File: config.mk
export PLATFORM = sky130hd
export DESIGN_NAME = my_module
export DESIGN_NICKNAME = d
export VERILOG_FILES = /design/src/rtl/my_module.sv
export SDC_FILE = /design/constraint.sdc
export NUM_CORES = 1
export LEC_CHECK = 0
export CORE_AREA = 2 2 39 41
export CTS_CLUSTER_DIAMETER = 200
export DETAILED_ROUTE_END_ITERATION = 10
export DIE_AREA = 0 0 41 43
export PLACE_DENSITY_LB_ADDON = 0.3
export RECOVER_POWER = 100
export SYNTH_ARGS = -nofsm -noshare
export SYNTH_HDL_FRONTEND = slang
export SYNTH_SLANG_ARGS = --single-unit
File: constraint.sdc
create_clock -name clk -period 1.2 [get_ports clk]
set_input_delay 0.24 -clock clk [delete_from_list [all_inputs] [get_ports clk]]
set_output_delay 0.24 -clock clk [all_outputs]
set_load 0.03 [all_outputs]
File: src/rtl/my_module.sv
// my_module -- registered AND gate with an optional serial ID beacon.
//
// Logic mode: z is the registered AND of the synchronized x and y inputs.
//
// Beacon (compiled in only when MY_MODULE_ID_BEACON_EN is defined):
// a rising edge on the synchronized y with the synchronized x low, while
// idle, sends one frame on z. The frame is a start bit (1), then
// {id_num[7:0], version[3:0]} MSB first, then a stop bit (0). Each bit is
// held for BIT_CYCLES clocks, so a frame lasts 14*BIT_CYCLES clocks.
// Triggers that arrive during a frame are dropped. When the macro is
// undefined, z is always the logic-mode result and the parameters have no
// effect.
//
// Parameters:
//   id_num     8-bit instance identifier sent first in the frame
//   version    4-bit revision code sent after id_num
//   BIT_CYCLES clocks per frame bit, 1..255
//
// Ports (positional order x, y, z, clk, rst):
//   x   in  1  operand A / beacon qualifier (asynchronous to clk)
//   y   in  1  operand B / beacon trigger   (asynchronous to clk)
//   z   out 1  registered result or serial frame, driven from a flop
//   clk in  1  clock, rising edge
//   rst in  1  asynchronous active-high reset

module my_module #(
  parameter logic [7:0]  id_num     = 8'd0,
  parameter logic [3:0]  version    = 4'd1,
  parameter int unsigned BIT_CYCLES = 1
) (
  input  logic x,
  input  logic y,
  output logic z,
  input  logic clk,
  input  logic rst
);

  // Two-flop synchronizers for the asynchronous inputs.
  logic x_m, x_s;
  logic y_m, y_s;

  always_ff @(posedge clk or posedge rst) begin
    if (rst) begin
      x_m <= 1'b0;
      x_s <= 1'b0;
      y_m <= 1'b0;
      y_s <= 1'b0;
    end else begin
      x_m <= x;
      x_s <= x_m;
      y_m <= y;
      y_s <= y_m;
    end
  end

  logic logic_val;
  assign logic_val = x_s & y_s;

`ifdef MY_MODULE_ID_BEACON_EN

  localparam logic [1:0] IDLE  = 2'd0;
  localparam logic [1:0] START = 2'd1;
  localparam logic [1:0] DATA  = 2'd2;
  localparam logic [1:0] STOP  = 2'd3;

  localparam logic [11:0] FRAME    = {id_num, version};
  localparam logic [7:0]  LAST_CYC = 8'(BIT_CYCLES - 1);
  localparam logic [3:0]  LAST_BIT = 4'd11;

  logic       y_d;
  logic [1:0] state, state_nx;
  logic [3:0] bit_cnt, bit_cnt_nx;
  logic [7:0] cyc_cnt, cyc_cnt_nx;
  logic       z_nx;
  logic       trigger;
  logic       bit_done;
  logic [3:0] next_sel;

  // y_d follows y_s in every state, so an edge that lands mid-frame is
  // consumed there and cannot start a second frame afterwards.
  assign trigger  = y_s & ~y_d & ~x_s;
  assign bit_done = (cyc_cnt == LAST_CYC);
  // FRAME index of the bit that follows the current DATA bit.
  assign next_sel = 4'd10 - bit_cnt;

  // z_nx is the value z takes in the cycle after this edge, so every state
  // entry loads the first bit of the new state at the same edge.
  always_comb begin
    state_nx   = state;
    bit_cnt_nx = bit_cnt;
    cyc_cnt_nx = cyc_cnt + 8'd1;
    z_nx       = z;
    case (state)
      IDLE: begin
        bit_cnt_nx = '0;
        cyc_cnt_nx = '0;
        if (trigger) begin
          state_nx = START;
          z_nx     = 1'b1;
        end else begin
          z_nx = logic_val;
        end
      end
      START: begin
        if (bit_done) begin
          state_nx   = DATA;
          bit_cnt_nx = '0;
          cyc_cnt_nx = '0;
          z_nx       = FRAME[LAST_BIT];
        end
      end
      DATA: begin
        if (bit_done) begin
          cyc_cnt_nx = '0;
          if (bit_cnt == LAST_BIT) begin
            state_nx   = STOP;
            bit_cnt_nx = '0;
            z_nx       = 1'b0;
          end else begin
            bit_cnt_nx = bit_cnt + 4'd1;
            z_nx       = FRAME[next_sel];
          end
        end
      end
      STOP: begin
        if (bit_done) begin
          state_nx   = IDLE;
          bit_cnt_nx = '0;
          cyc_cnt_nx = '0;
          z_nx       = logic_val;
        end
      end
      default: begin
        state_nx   = IDLE;
        bit_cnt_nx = '0;
        cyc_cnt_nx = '0;
        z_nx       = 1'b0;
      end
    endcase
  end

  always_ff @(posedge clk or posedge rst) begin
    if (rst) begin
      y_d     <= 1'b0;
      state   <= IDLE;
      bit_cnt <= '0;
      cyc_cnt <= '0;
      z       <= 1'b0;
    end else begin
      y_d     <= y_s;
      state   <= state_nx;
      bit_cnt <= bit_cnt_nx;
      cyc_cnt <= cyc_cnt_nx;
      z       <= z_nx;
    end
  end

`else

  // Parameters are accepted but carry no function in this build.
  logic unused_cfg;
  assign unused_cfg = ^{id_num, version, BIT_CYCLES};

  always_ff @(posedge clk or posedge rst) begin
    if (rst) begin
      z <= 1'b0;
    end else begin
      z <= logic_val;
    end
  end

`endif

endmodule

==> qor.txt <==
CP max stage cell: dfrtp_1
Critical Path Sink Type: output port
Post-Syn Area: 135 um2
Multi-input gate area in the final layout: 6.26 um2
Slew headroom: 88.2%
Die X: 41 um
Outcome: finished, final reports clean
Syn nets: 11
Initial antenna violation count: 0
Antenna cells: 0
Register area: 125 um2
Vias in the first global route: 93
Total global-route track usage: 3.55%
Setup_tns: 0 ns
Pwr Total: 0.384 mW
Io pins: 5
Distinct cells, synth: 3
Setup Viol. Count Final: 0
Warnings from Yosys: 0
Remaining Overflow, GRT: 0
Clock buffer depth: 2
First-pass GRT wire length: 310 um
Critical Path RT: 0.96 ns
Remaining antenna violation count: 0
Maxcap violations: 0
Sequential area share after synthesis: 92.6%
Cts hold-fix bufs: 0
Core area: 1380 um2
DRC: 0
Leakage power: 0.0994 nW
Port bufs: 4
Die area: 1760 um2
Worst-margin pin slew: 0.176 ns
Hold WC Path Type: primary input to async pin
Largest net degree at the start of global routing: 6
Die height: 43 um
Root Buffer: clkbuf_4
DP Area: 193 um2
DRT Pass-1 Iters: 1
Synthesis-stage register bit count: 5
Fin. Hold Viols: 0
CP max stage delay: 0.35 ns
Post-DP HPWL: 133 um
Layout cell share with drive strength beyond 1: 26.7%
Synth Instances: 7
Row Count: 14
Nets: 20
Setup CP Type: register to output port
H-tree levels: 1
Cell Pwr Density: 1770 nW/um2
CTS Sinks: 5
Avg Inst Size Synth: 19.3 um2
Cell family contributing the most delay on the critical path: flip-flops
RSZ-0062 raised after global routing: false
Achievable frequency: 999 MHz
RD Place Congestion: 0.540
Period minus WS final: 1.00 ns
Clk pin slew, worst setup/hold paths: 0.04 ns
First DRT Iteration DRCs: 0
Critical Path, Cell by Cell: clkbuf_2
Period utilization: 83.4%
Via density: 2.45
CTS Buf Count: 3
Post-CTS setup buffers: 0
CP Max Fanout: 1
Post-Layout Inst Area: 216 um2
Initial Util: 9.76%
Clk_skew: 0.00235 ns
Post_cts resized: 0
Final-report max-slew violation count: 0
Crit path DAT: 0.76 ns
Worst skew pair latency: 0.24 ns
Fillers: 151
Startpoint Class: register
IR drop worst, VDD: 0.641 mV
P&R area growth vs syn: 60.2%
Critical path buffers and inverters: 1
Routed WL: 184 um
Detailed-route via count: 76
Post-DR wirelength/cell: 5.94 um
CTS tree: built
final timing paths:
| check | slack (ns) | to | cells past startpoint | startpoint |
|---|---|---|---|---|
| setup reg to reg | 0.60 | z$_DFF_PP0_ | 1 | x_s$_DFF_PP0_ |
| hold reg to reg | 0.35 | x_s$_DFF_PP0_ | 0 | x_m$_DFF_PP0_ |
| hold / removal | 0.34 | z$_DFF_PP0_ | 2 | rst |
| min in group clk | 0.35 | x_s$_DFF_PP0_ | 0 | x_m$_DFF_PP0_ |
| setup / recovery | 0.20 | z | 1 | z$_DFF_PP0_ |
| max in group asynchronous | 0.70 | y_s$_DFF_PP0_ | 2 | rst |
stage by stage:
step	std cells	utilization, %	worst slack [ns]	hold slack [ns]
finish	31	15.6	0.199	0.340
CTS	31	15.8	0.197	0.203
global placement	27	13.9	0.442	0.336
global route	31	15.6	0.160	0.357
floorplan	7	-	0.493	0.0185
detailed placement	27	13.9	0.429	0.343
synth_stat cells:
library cell,count,area (um2)
dfrtp_1,5,125
and2_1,1,6.26
inv_1,1,3.75
layout make-up:
class / count / area share (%)
Clock buffer: 4 / 12.1
Inverter: 1 / 1.73
Tap cell: 16 / 9.25
Timing Repair Buffer: 4 / 16.2
Multi-Input combinational cell: 1 / 2.89
Sequential cell: 5 / 57.8
power by group:
group / total (mW) / internal [mW] / switching [mW]
Combinational: 0.0172 / 0.00864 / 0.00852
Clock: 0.187 / 0.125 / 0.0619
Sequential: 0.180 / 0.178 / 0.00195
Total: 0.384 / 0.312 / 0.0724
layer usage:
| metal | wire [um] | up-vias | global-route usage, % |
|---|---|---|---|
| li1 | - | 37 | - |
| met1 | 94 | 34 | 2.32 |
| met2 | 67 | 5 | 3.13 |
| met3 | 22 | 0 | 4.71 |
| met4 | 0 | 0 | 6.00 |
| met5 | 0 | - | 0 |
layout by cell type, fill, tap and decap left out, drive strengths merged:
cell type / instances
clkbuf: 5
inv: 1
and2: 1
dfrtp: 5
dlygate4sd3: 3
registers in the layout, summed over array words and instances (netlist names):
name,flops
x_m,1
y_s,1
x_s,1
y_m,1
z,1
kinds of logic (layout without fill, tap and decap cells):
kind of cell           after synthesis  count (layout)  share of synthesized area [%]
buffers and inverters                1               9                           2.78
flip-flops                           5               5                           92.6
AND/OR/NAND/NOR                      1               1                           4.63
(Power assumes the default switching activity.)
